===== config.mk =====
export PLATFORM = sky130hd
export DESIGN_NAME = gbif_xfer_seq
export DESIGN_NICKNAME = d
export VERILOG_FILES = /design/src/rtl/gbif_pkg.sv /design/src/rtl/gbif_skid2.sv /design/src/rtl/gbif_xfer_seq.sv
export SDC_FILE = /design/constraint.sdc
export NUM_CORES = 1
export LEC_CHECK = 0
export CAP_MARGIN = 15
export CORE_AREA = 5 5 204 206
export CTS_CLUSTER_SIZE = 14
export DETAILED_ROUTE_END_ITERATION = 10
export DIE_AREA = 0 0 209 211
export GPL_ROUTABILITY_DRIVEN = 0
export GPL_TIMING_DRIVEN = 0
export HOLD_SLACK_MARGIN = 0.08
export PLACE_DENSITY_LB_ADDON = 0.25
export SYNTH_ARGS = -nofsm -noshare
export SYNTH_HDL_FRONTEND = slang
export SYNTH_SLANG_ARGS = --single-unit

===== constraint.sdc =====
create_clock -name clk -period 4.9 [get_ports clk]
set_input_delay 0.98 -clock clk [delete_from_list [all_inputs] [get_ports clk]]
set_output_delay 0.98 -clock clk [all_outputs]
set_load 0.02 [all_outputs]

===== src/rtl/gbif_pkg.sv =====
// gbif_pkg: shared definitions for the GBIF transfer sequencer.
//   - gbif_state_e : sequencer FSM states
//   - LEN_*_DEF    : default burst lengths per transfer class
//   - CNT_W        : width of beat and watchdog counters
//   - type_dir()   : transfer type -> direction (1 = host to chip)
//   - type_len()   : transfer type -> burst length
package gbif_pkg;

  localparam int CNT_W         = 10;
  localparam int LEN_SHORT_DEF = 64;
  localparam int LEN_WADDR_DEF = 54;
  localparam int LEN_LONG_DEF  = 512;

  typedef enum logic [2:0] {
    ST_IDLE  = 3'd0,
    ST_CFG   = 3'd1,
    ST_RD    = 3'd2,
    ST_WR    = 3'd3,
    ST_DRAIN = 3'd4,
    ST_DONE  = 3'd5
  } gbif_state_e;

  // Types 1 and 2 move data chip->host; every other type reads into the chip.
  function automatic logic type_dir(input logic [2:0] t);
    return !((t == 3'd1) || (t == 3'd2));
  endfunction

  function automatic logic [CNT_W-1:0] type_len(input logic [2:0] t,
                                                 input int len_short,
                                                 input int len_waddr,
                                                 input int len_long);
    logic [CNT_W-1:0] len;
    case (t)
      3'd0, 3'd1, 3'd2: len = CNT_W'(len_short);
      3'd3:             len = CNT_W'(len_waddr);
      default:          len = CNT_W'(len_long);
    endcase
    return len;
  endfunction

endpackage


===== src/rtl/gbif_skid2.sv =====
// gbif_skid2: two-entry skid buffer with a registered input ready.
//   clk, rst_n        : clock, asynchronous active-low reset
//   flush             : drop all stored beats and deassert ready
//   accept_en         : upstream may be offered ready on the next cycle
//   in_val/in_rdy     : input beat handshake (in_rdy is a flop)
//   in_data           : input beat
//   out_val/out_rdy   : output beat handshake (out_val, out_data are flops)
//   out_data          : head-of-buffer beat
// Ready is recomputed from the next occupancy, so the second entry absorbs
// the beat that can still arrive in the cycle after the far side stalls.
module gbif_skid2 #(
  parameter int PORT_WIDTH = 128
) (
  input  logic                  clk,
  input  logic                  rst_n,
  input  logic                  flush,
  input  logic                  accept_en,
  input  logic                  in_val,
  output logic                  in_rdy,
  input  logic [PORT_WIDTH-1:0] in_data,
  output logic                  out_val,
  input  logic                  out_rdy,
  output logic [PORT_WIDTH-1:0] out_data
);

  logic [1:0]            cnt_q;
  logic [1:0]            cnt_nxt;
  logic                  rdy_q;
  logic [PORT_WIDTH-1:0] data_p0;
  logic [PORT_WIDTH-1:0] data_p1;
  logic                  push;
  logic                  pop;

  assign in_rdy   = rdy_q;
  assign out_val  = (cnt_q != 2'd0);
  assign out_data = data_p0;
  assign push     = in_val & rdy_q;
  assign pop      = out_val & out_rdy;

  always_comb begin
    cnt_nxt = cnt_q;
    if (push && !pop) begin
      cnt_nxt = cnt_q + 2'd1;
    end else if (pop && !push) begin
      cnt_nxt = cnt_q - 2'd1;
    end
  end

  // Storage stage: data_p0 is the head presented downstream, data_p1 the skid slot
  always_ff @(posedge clk or negedge rst_n) begin
    if (!rst_n) begin
      cnt_q   <= 2'd0;
      rdy_q   <= 1'b0;
      data_p0 <= '0;
      data_p1 <= '0;
    end else if (flush) begin
      cnt_q <= 2'd0;
      rdy_q <= 1'b0;
    end else begin
      cnt_q <= cnt_nxt;
      rdy_q <= accept_en && (cnt_nxt <= 2'd1);
      if (pop) begin
        if (push && (cnt_q == 2'd1)) begin
          data_p0 <= in_data;
        end else begin
          data_p0 <= data_p1;
        end
        if (push && (cnt_q == 2'd2)) begin
          data_p1 <= in_data;
        end
      end else if (push) begin
        if (cnt_q == 2'd0) begin
          data_p0 <= in_data;
        end else begin
          data_p1 <= in_data;
        end
      end
    end
  end

endmodule


===== src/rtl/gbif_xfer_seq.sv =====
// gbif_xfer_seq: GBIF on-chip transfer sequencer.
// One request becomes a config handshake ({type, dir} on cfg_info), a burst
// of beats in the direction implied by the type, and a one-cycle done pulse.
// Ports:
//   clk, rst_n                 : clock, asynchronous active-low reset
//   req_val/req_rdy, req_type  : internal request
//   cfg_val/cfg_rdy, cfg_info  : config handshake towards the host
//   rd_val/rd_rdy, rd_data     : host->chip beats
//   wr_val/wr_rdy, wr_data     : chip->host beats
//   buf_val/buf_rdy, buf_data, buf_last : received beats to the global buffer
//   src_val/src_rdy, src_data  : outgoing beats from the global buffer
//   io_drive                   : chip drives the shared pad bus (CFG, WR)
//   busy, done, err            : status; err only with the watchdog build
// Build option: define GBIF_TIMEOUT_EN to enable the 1023-cycle idle watchdog.
module gbif_xfer_seq
  import gbif_pkg::*;
#(
  parameter int PORT_WIDTH = 128,
  parameter int LEN_SHORT  = LEN_SHORT_DEF,
  parameter int LEN_WADDR  = LEN_WADDR_DEF,
  parameter int LEN_LONG   = LEN_LONG_DEF
) (
  input  logic                  clk,
  input  logic                  rst_n,
  input  logic                  req_val,
  output logic                  req_rdy,
  input  logic [2:0]            req_type,
  output logic                  cfg_val,
  input  logic                  cfg_rdy,
  output logic [3:0]            cfg_info,
  input  logic                  rd_val,
  output logic                  rd_rdy,
  input  logic [PORT_WIDTH-1:0] rd_data,
  output logic                  wr_val,
  input  logic                  wr_rdy,
  output logic [PORT_WIDTH-1:0] wr_data,
  output logic                  buf_val,
  input  logic                  buf_rdy,
  output logic [PORT_WIDTH-1:0] buf_data,
  output logic                  buf_last,
  input  logic                  src_val,
  output logic                  src_rdy,
  input  logic [PORT_WIDTH-1:0] src_data,
  output logic                  io_drive,
  output logic                  busy,
  output logic                  done,
  output logic                  err
);

  gbif_state_e           state_q;
  gbif_state_e           state_nxt;
  logic [3:0]            cfg_info_q;
  logic                  req_rdy_q;
  logic [CNT_W-1:0]      cnt_in_q;
  logic [CNT_W-1:0]      cnt_out_q;
  logic [CNT_W-1:0]      cnt_in_nxt;
  logic [CNT_W-1:0]      len_cur;
  logic [CNT_W-1:0]      len_m1;
  logic                  dir;
  logic                  req_hs;
  logic                  cfg_hs;
  logic                  push;
  logic                  pop;
  logic                  last_in;
  logic                  last_out;
  logic                  accept_en;
  logic                  timeout;
  logic                  sk_in_val;
  logic                  sk_in_rdy;
  logic                  sk_out_val;
  logic                  sk_out_rdy;
  logic [PORT_WIDTH-1:0] sk_in_data;
  logic [PORT_WIDTH-1:0] sk_out_data;

  assign dir      = cfg_info_q[0];
  assign len_cur  = type_len(cfg_info_q[3:1], LEN_SHORT, LEN_WADDR, LEN_LONG);
  assign len_m1   = len_cur - CNT_W'(1);
  assign req_hs   = req_val && req_rdy_q && (state_q == ST_IDLE);
  assign cfg_hs   = (state_q == ST_CFG) && cfg_rdy;
  assign push     = sk_in_val & sk_in_rdy;
  assign pop      = sk_out_val & sk_out_rdy;
  assign last_in  = push && (cnt_in_q == len_m1);
  assign last_out = pop && (cnt_out_q == len_m1);

  // The single skid buffer is steered by direction: rd->buf or src->wr.
  assign sk_in_val  = dir ? rd_val  : src_val;
  assign sk_in_data = dir ? rd_data : src_data;
  assign sk_out_rdy = dir ? buf_rdy : wr_rdy;
  assign rd_rdy     = sk_in_rdy &  dir;
  assign src_rdy    = sk_in_rdy & ~dir;
  assign buf_val    = sk_out_val &  dir;
  assign wr_val     = sk_out_val & ~dir;
  assign buf_data   = sk_out_data;
  assign wr_data    = sk_out_data;
  assign buf_last   = buf_val && (cnt_out_q == len_m1);
  assign cfg_info   = cfg_info_q;
  assign req_rdy    = req_rdy_q;

  // Ready for the skid is decided one cycle ahead; stop offering it once
  // len beats have entered so no extra beat is ever taken.
  assign cnt_in_nxt = cnt_in_q + CNT_W'(push);
  assign accept_en  = !timeout &&
                      ((state_nxt == ST_RD) || (state_nxt == ST_WR)) &&
                      (cnt_in_nxt < len_cur);

  gbif_skid2 #(
    .PORT_WIDTH (PORT_WIDTH)
  ) u_skid (
    .clk       (clk),
    .rst_n     (rst_n),
    .flush     (timeout),
    .accept_en (accept_en),
    .in_val    (sk_in_val),
    .in_rdy    (sk_in_rdy),
    .in_data   (sk_in_data),
    .out_val   (sk_out_val),
    .out_rdy   (sk_out_rdy),
    .out_data  (sk_out_data)
  );

  // State register
  always_ff @(posedge clk or negedge rst_n) begin
    if (!rst_n) begin
      state_q <= ST_IDLE;
    end else begin
      state_q <= state_nxt;
    end
  end

  // Next-state logic
  always_comb begin
    state_nxt = state_q;
    case (state_q)
      ST_IDLE:  if (req_hs) state_nxt = ST_CFG;
      ST_CFG:   if (cfg_hs) state_nxt = dir ? ST_RD : ST_WR;
      ST_RD:    if (last_in) state_nxt = ST_DRAIN;
      ST_WR:    if (last_out) state_nxt = ST_DONE;
      // Leave as the last beat is taken by the buffer, not a cycle later.
      ST_DRAIN: if (last_out || (cnt_out_q == len_cur)) state_nxt = ST_DONE;
      ST_DONE:  state_nxt = ST_IDLE;
      default:  state_nxt = ST_IDLE;
    endcase
    if (timeout) begin
      state_nxt = ST_DONE;
    end
  end

  // State-decoded outputs
  always_comb begin
    cfg_val  = 1'b0;
    io_drive = 1'b0;
    busy     = 1'b1;
    done     = 1'b0;
    case (state_q)
      ST_IDLE: busy = 1'b0;
      ST_CFG: begin
        cfg_val  = 1'b1;
        io_drive = 1'b1;
      end
      ST_WR:   io_drive = 1'b1;
      ST_DONE: done = 1'b1;
      default: ;
    endcase
  end

  // Request latch and beat counters
  always_ff @(posedge clk or negedge rst_n) begin
    if (!rst_n) begin
      req_rdy_q  <= 1'b0;
      cfg_info_q <= 4'd0;
      cnt_in_q   <= '0;
      cnt_out_q  <= '0;
    end else begin
      req_rdy_q <= (state_nxt == ST_IDLE);
      if (req_hs) begin
        cfg_info_q <= {req_type, type_dir(req_type)};
        cnt_in_q   <= '0;
        cnt_out_q  <= '0;
      end else begin
        cnt_in_q <= cnt_in_nxt;
        if (pop) begin
          cnt_out_q <= cnt_out_q + CNT_W'(1);
        end
      end
    end
  end

`ifdef GBIF_TIMEOUT_EN
  logic [CNT_W-1:0] idle_cnt_q;
  logic             err_q;
  logic             active;
  logic             any_hs;

  assign active  = (state_q == ST_CFG) || (state_q == ST_RD) ||
                   (state_q == ST_WR)  || (state_q == ST_DRAIN);
  assign any_hs  = cfg_hs | push | pop;
  assign timeout = active && (idle_cnt_q == '1);
  assign err     = err_q;

  // Watchdog: err lines up with the done cycle that the timeout forces.
  always_ff @(posedge clk or negedge rst_n) begin
    if (!rst_n) begin
      idle_cnt_q <= '0;
      err_q      <= 1'b0;
    end else begin
      err_q <= timeout;
      if (!active || any_hs) begin
        idle_cnt_q <= '0;
      end else begin
        idle_cnt_q <= idle_cnt_q + CNT_W'(1);
      end
    end
  end
`else
  assign timeout = 1'b0;
  assign err     = 1'b0;
`endif

endmodule


==> run summary, run 1 <==
Design Power -> 11.8 mW
Final core utilization -> 0.574
Crit path capture type -> output port
Required time of the critical path -> 3.92 ns
Most common cell after layout, fill and taps aside -> clkdlybuf4s50_1
Pwr per Cell Area -> 521 nW/um^2
Worst EP arrival -> 3.20 ns
Hold-fix buffers, CTS -> 0
Clock Skews -> 0.0221 ns
RSZ-0062 raised after global routing -> no
Async set-or-reset flop fraction in the synthesized netlist -> 1.00
HP Class -> primary input to async pin
Sw Share -> 0.379
Filler instances -> 3414
Worst Reg-to-Reg Cells -> 14
H-tree depth -> 2
Final setup vio count -> 0
# clock sinks -> 287
1st-pass router iterations -> 4
Layout cell share with drive strength beyond 1 -> 0.253
Post-CTS sizing -> 0
Max Cap Violations -> 0
Worst-margin pin slew -> 1.08 ns
Overflow after GRT -> 0
Crit Path Max Fanout -> 10
Number of synthesized flops with an enable pin -> 0
Post-Place Worst Slack -> 0.988 ns
Final hold slack -> 0.461 ns
Die Height -> 211 um
Tot GR Track Use -> 0.210
Yosys synthesis warning count -> 0
Clock transition at the registers of the reported paths -> 0.06 ns
Initial core utilization -> 0.392
#FFs+latches synth -> 287
Mapped Nets -> 1584
Dpl hpwl -> 37100 um
CTS max path bufs -> 3
Main synth FF type -> dfrtp_1
Via-to-Cell Ratio -> 4.83
Worst r2r src -> cfg_info[0]
Status -> completed
Final #Nets -> 2158
Starting DRT DRC Count -> 531
Num CTS Buffers -> 34
Post-Syn Area -> 15500 sq um
Vias in the first global route -> 12700
Int Pwr -> 7.32 mW
Post CTS Setup Buffer Count -> 0
Routed Antenna Nets -> 0
Die X -> 209 um
Post-Route WL -> 48200 um
Final slew viol count -> 0
Logic gate share of total power -> 0.504
Post-synthesis sequential area ratio -> 0.464
Total core area -> 39500 sq um
Detailed-route DRC error count -> 0
WS Path Type -> flip-flop to output port
Hold Vio Cnt, Final -> 0
Drt wl/cell -> 19.8 um
DIE AREA -> 44100 sq um
First-pass GRT wire length -> 73900 um
Fmax -> 239 MHz
Area delta synth->final -> 46.3%
Clock share of power -> 0.205
Netlist cell types -> 50
Setup crit start -> cfg_info[0]
Initial antenna violation count -> 4
CP endpoint -> buf_last
Internal reg-to-reg setup slack -> 1.67 ns
Mapped Cells -> 1304
Syn Area/Cell -> 11.9 sq um
Root buffer cell -> clkbuf_16
IO Port Bufs -> 536
Fin crit period -> 4.18 ns
Sw power -> 4.47 mW
Total Neg Setup Slack -> 0 ns
Reg2reg end -> u_skid.in_rdy
Reg power frac -> 0.291
Post-layout worst setup margin -> 0.720 ns
CP Launch Type -> flip-flop
CTS tree -> yes
Num rows -> 73
Largest net degree at the start of global routing -> 122
Most frequent cells in the layout -> 535 x clkdlybuf4s50_1, 287 x dfrtp_1, 150 x mux2_2
Worst IR Drop VDD -> 0.252 mV
Leakage -> 10.8 nW
Clock Latency Late Sink -> 0.51 ns
Via count -> 11700
Tcrit/Tclk final -> 0.853
Rel. slew slack -> 0.280
Io pins -> 538
worst max-delay path, stage by stage, from the launching register on:
cell	delay, ns
dfrtp_1	0.35
buf_4	0.29
buf_2	0.39
buf_1	0.66
nor2b_1	0.25
and2_1	0.15
clkdlybuf4s50_1	0.60
how the worst min path moves through the flow:
stage / cells past startpoint / to / start / slack (ns)
after floorplan: 2 / u_skid.data_p1[127] / u_skid.data_p1[127] / 0.45
after global placement: 2 / u_skid.data_p1[127] / u_skid.data_p1[127] / 0.47
after detailed placement: 2 / u_skid.data_p1[127] / u_skid.data_p1[127] / 0.48
after CTS: 1 / u_skid.data_p1[47] / rst_n / 0.48
after global routing: 1 / u_skid.out_data[50] / rst_n / 0.51
final: 1 / u_skid.data_p1[47] / rst_n / 0.46
cells by family after synthesis:
kind of cell | Yosys count | share of synthesized area
other | 1 | 0.000242
xor gates and xnor gates | 27 | 0.0153
muxes | 392 | 0.300
buffers and inverters | 210 | 0.0926
adders and majority gates | 13 | 0.0105
and+or+nand+nor | 220 | 0.0632
AOI/OAI and AO/OA | 154 | 0.0540
DFF | 287 | 0.464
metal layers:
metal,GRT usage,vias to the layer above,share of wire,routed length [um]
li1,-,5546,-,-
met2,0.373,342,0.51,24400
met3,0.0389,67,0.052,2490
met5,0,-,0,0
met4,0.0583,0,0.024,1170
met1,0.263,5793,0.42,20100
power by group through the flow:
stage	Combinational [mW]	Sequential (mW)	Clock (mW)
3_3_place_gp	5.92	3.46	0
3_5_place_dp	6.01	3.48	0
2_1_floorplan	2.84	3.79	0
4_1_cts	6.02	3.44	2.49
6_report	5.94	3.43	2.42
5_1_grt	6.34	3.50	2.58
per-stage QoR:
stage | area [sq um] | std cells
6_report | 22600 | 2430
5_1_grt | 22600 | 2430
4_1_cts | 22600 | 2426
3_5_place_dp | 21500 | 2367
3_3_place_gp | 21500 | 2365
2_1_floorplan | 15500 | 1304
registers in the layout, indices dropped and copies added (netlist names):
register	count
cfg_info	4
cnt_in_q	10
cnt_out_q	10
req_rdy	1
state_q	3
u_skid.cnt_q	2
u_skid.data_p1	128
u_skid.in_rdy	1
u_skid.out_data	128
cell type report:
class | instances | area [sq um] | share of cell area
clock inverter | 9 | 92.6 | 0.00409
buffer | 204 | 1410 | 0.0623
tap | 525 | 657 | 0.0290
antenna | 4 | 10.0 | 0.000442
timing repair buffer | 538 | 5430 | 0.240
inverter | 6 | 22.5 | 0.000995
sequential | 287 | 7180 | 0.317
multi-input combinational | 807 | 6850 | 0.303
clock buffer | 50 | 981 | 0.0433
synth_stat cells (15+ instances only):
cell type / instances / area share
dfrtp_1: 287 / 0.46
mux2i_1: 132 / 0.085
mux2_2: 150 / 0.11
clkbuf_1: 32 / 0.0078
buf_2: 19 / 0.0061
o21ai_1: 36 / 0.012
o21ai_0: 96 / 0.031
nor2_1: 23 / 0.0056
buf_4: 139 / 0.067
nand2_1: 143 / 0.035
xor2_1: 15 / 0.0085
mux2_4: 100 / 0.097
No activity file was read; power rests on OpenSTA's default activity.
==> run 2, diff against run 1 <==
--- a/config.mk
+++ b/config.mk
@@ -10,6 +10,7 @@
 export CTS_CLUSTER_SIZE = 14
 export DETAILED_ROUTE_END_ITERATION = 10
 export DIE_AREA = 0 0 209 211
+export DONT_BUFFER_PORTS = 1
 export GPL_ROUTABILITY_DRIVEN = 0
 export GPL_TIMING_DRIVEN = 0
 export HOLD_SLACK_MARGIN = 0.08
==> run summary, run 2 (same netlist as run 1, synthesis figures left out) <==
HP Class -> primary input to async pin (unchanged)
Final setup vio count -> 0 (unchanged)
Final #Nets -> 1621 (was 2158)
Root buffer cell -> clkbuf_16 (unchanged)
Worst IR Drop VDD -> 0.235 mV (was 0.252 mV)
CTS max path bufs -> 3 (unchanged)
Clock Latency Late Sink -> 0.53 ns (was 0.51 ns)
Final slew viol count -> 0 (unchanged)
H-tree depth -> 2 (unchanged)
Post CTS Setup Buffer Count -> 0 (unchanged)
DIE AREA -> 44100 sq um (unchanged)
Pwr per Cell Area -> 578 nW/um^2 (was 521 nW/um^2)
Internal reg-to-reg setup slack -> 1.41 ns (was 1.67 ns)
Vias in the first global route -> 10200 (was 12700)
Placed inst area -> 16100 sq um (was 21500 sq um)
Largest net degree at the start of global routing -> 288 (was 122)
Worst Reg-to-Reg Cells -> 14 (unchanged)
Clock transition at the registers of the reported paths -> 0.06 ns (about the same)
Worst r2r src -> cfg_info[0] (unchanged)
Fin crit period -> 4.16 ns (was 4.18 ns)
Most common cell after layout, fill and taps aside -> dfrtp_1 (was clkdlybuf4s50_1)
Routed Antenna Nets -> 0 (unchanged)
Storage cell area -> 7180 sq um (unchanged)
1st-pass router iterations -> 4 (unchanged)
Sw Share -> 0.424 (was 0.379)
Post-Route WL -> 43600 um (was 48200 um)
Setup crit start -> cfg_info[0] (unchanged)
Fmax -> 241 MHz (was 239 MHz)
Overflow after GRT -> 0 (unchanged)
# placed instances -> 1829 (was 2367)
First-pass GRT wire length -> 64400 um (was 73900 um)
Sw power -> 4.21 mW (was 4.47 mW)
Leakage -> 8.71 nW (was 10.8 nW)
Max Cap Violations -> 0 (unchanged)
Most frequent cells in the layout -> 287 x dfrtp_1, 150 x mux2_2, 143 x nand2_1 (was 535 x clkdlybuf4s50_1, 287 x dfrtp_1, 150 x mux2_2)
Multi-input logic area -> 6850 sq um (unchanged)
CP Launch Type -> flip-flop (unchanged)
Logic gate share of total power -> 0.343 (was 0.504)
Status -> completed (unchanged)
Tot GR Track Use -> 0.187 (was 0.210)
RSZ-0062 raised after global routing -> no (unchanged)
Initial core utilization -> 0.392 (unchanged)
Clock share of power -> 0.249 (was 0.205)
Final cell count without fillers -> 1888 (was 2430)
Total core area -> 39500 sq um (unchanged)
Initial antenna violation count -> 2 (was 4)
Int Pwr -> 5.73 mW (was 7.32 mW)
Area delta synth->final -> 11.2% (was 46.3%)
CTS tree -> yes (unchanged)
Post-CTS sizing -> 0 (unchanged)
Detailed-route DRC error count -> 0 (unchanged)
Final hold slack -> 0.156 ns (was 0.461 ns)
Crit path capture type -> output port (unchanged)
Die Height -> 211 um (unchanged)
Required time of the critical path -> 3.92 ns (about the same)
Reg power frac -> 0.408 (was 0.291)
Num rows -> 73 (unchanged)
Starting DRT DRC Count -> 505 (was 531)
Hold Vio Cnt, Final -> 0 (unchanged)
WS Path Type -> flip-flop to output port (unchanged)
Worst EP arrival -> 3.18 ns (was 3.20 ns)
Layout cell share with drive strength beyond 1 -> 0.351 (was 0.253)
Via count -> 9784 (was 11700)
IO Port Bufs -> 0 (was 536)
Reg2reg end -> u_skid.in_rdy (unchanged)
Clock Skews -> 0.0189 ns (was 0.0221 ns)
CP endpoint -> buf_last (unchanged)
Drt wl/cell -> 23.1 um (was 19.8 um)
Via-to-Cell Ratio -> 5.18 (was 4.83)
Io pins -> 538 (unchanged)
Dpl hpwl -> 31300 um (was 37100 um)
Die X -> 209 um (unchanged)
Tcrit/Tclk final -> 0.848 (was 0.853)
Fin area -> 17200 sq um (was 22600 sq um)
Crit Path Max Fanout -> 10 (unchanged)
Filler instances -> 3660 (was 3414)
Num CTS Buffers -> 35 (was 34)
Hold-fix buffers, CTS -> 0 (unchanged)
# clock sinks -> 287 (unchanged)
Worst-margin pin slew -> 0.793 ns (was 1.08 ns)
Rel. slew slack -> 0.471 (was 0.280)
Total Neg Setup Slack -> 0 ns (unchanged)
==> run 2: cell count changes in the layout (fill, tap and decap cells not counted), sizes merged <==
cell and delta:
clkbuf +2, buf -3, bufinv -1, diode -3, clkdlybuf4s50 -535, inv -2
==> run 2: per-layer routing <==
layer  track usage  wire (um)  up-vias
met2         0.314      21600      335
met4        0.0493        852        0
met5             0          0        -
met3        0.0444       2500       55
met1         0.246      18700     4928
li1              -          -     4466
==> run 2: power groups by stage <==
stage / clock (mW) / combinational (mW) / sequential (mW)
after floorplan: 0 / 2.84 / 3.79
after global placement: 0 / 3.42 / 4.10
after detailed placement: 0 / 3.47 / 4.12
after CTS: 2.55 / 3.47 / 4.08
after global routing: 2.64 / 3.70 / 4.13
final: 2.47 / 3.41 / 4.05
==> run 2: layout make-up <==
type                            instances  area share
Clock inverter                          6     0.00196
Tap cell                              525      0.0382
Sequential cell                       287       0.418
Multi-Input combinational cell        807       0.398
Buffer                                204      0.0820
Clock buffer                           52      0.0606
Inverter                                6     0.00131
Antenna cell                            1    0.000145
==> run 2: per-stage QoR <==
step | setup slack [ns] | util | total power [mW]
global route | 0.534 | 0.436 | 10.5
CTS | 0.570 | 0.436 | 10.1
floorplan | 1.71 | - | 6.63
finish | 0.744 | 0.436 | 9.94
detailed placement | 1.18 | 0.409 | 7.58
global placement | 1.19 | 0.409 | 7.52
==> run 2: how the worst min path moves through the flow <==
stage	slack, ns	cells after the start	end
global placement	0.47	1	u_skid.data_p1[122]
floorplan	0.45	2	u_skid.data_p1[127]
finish	0.16	0	u_skid.out_data[53]
global route	0.12	0	u_skid.data_p1[47]
detailed placement	0.48	1	u_skid.data_p1[119]
CTS	0.12	0	u_skid.out_data[38]
==> run 2: worst max-delay path, stage by stage, from the launching register on <==
cell	delay [ns]
dfrtp_1	0.46
buf_4	0.33
buf_2	0.40
buf_1	0.64
nor2b_1	0.48
and2_1	0.32
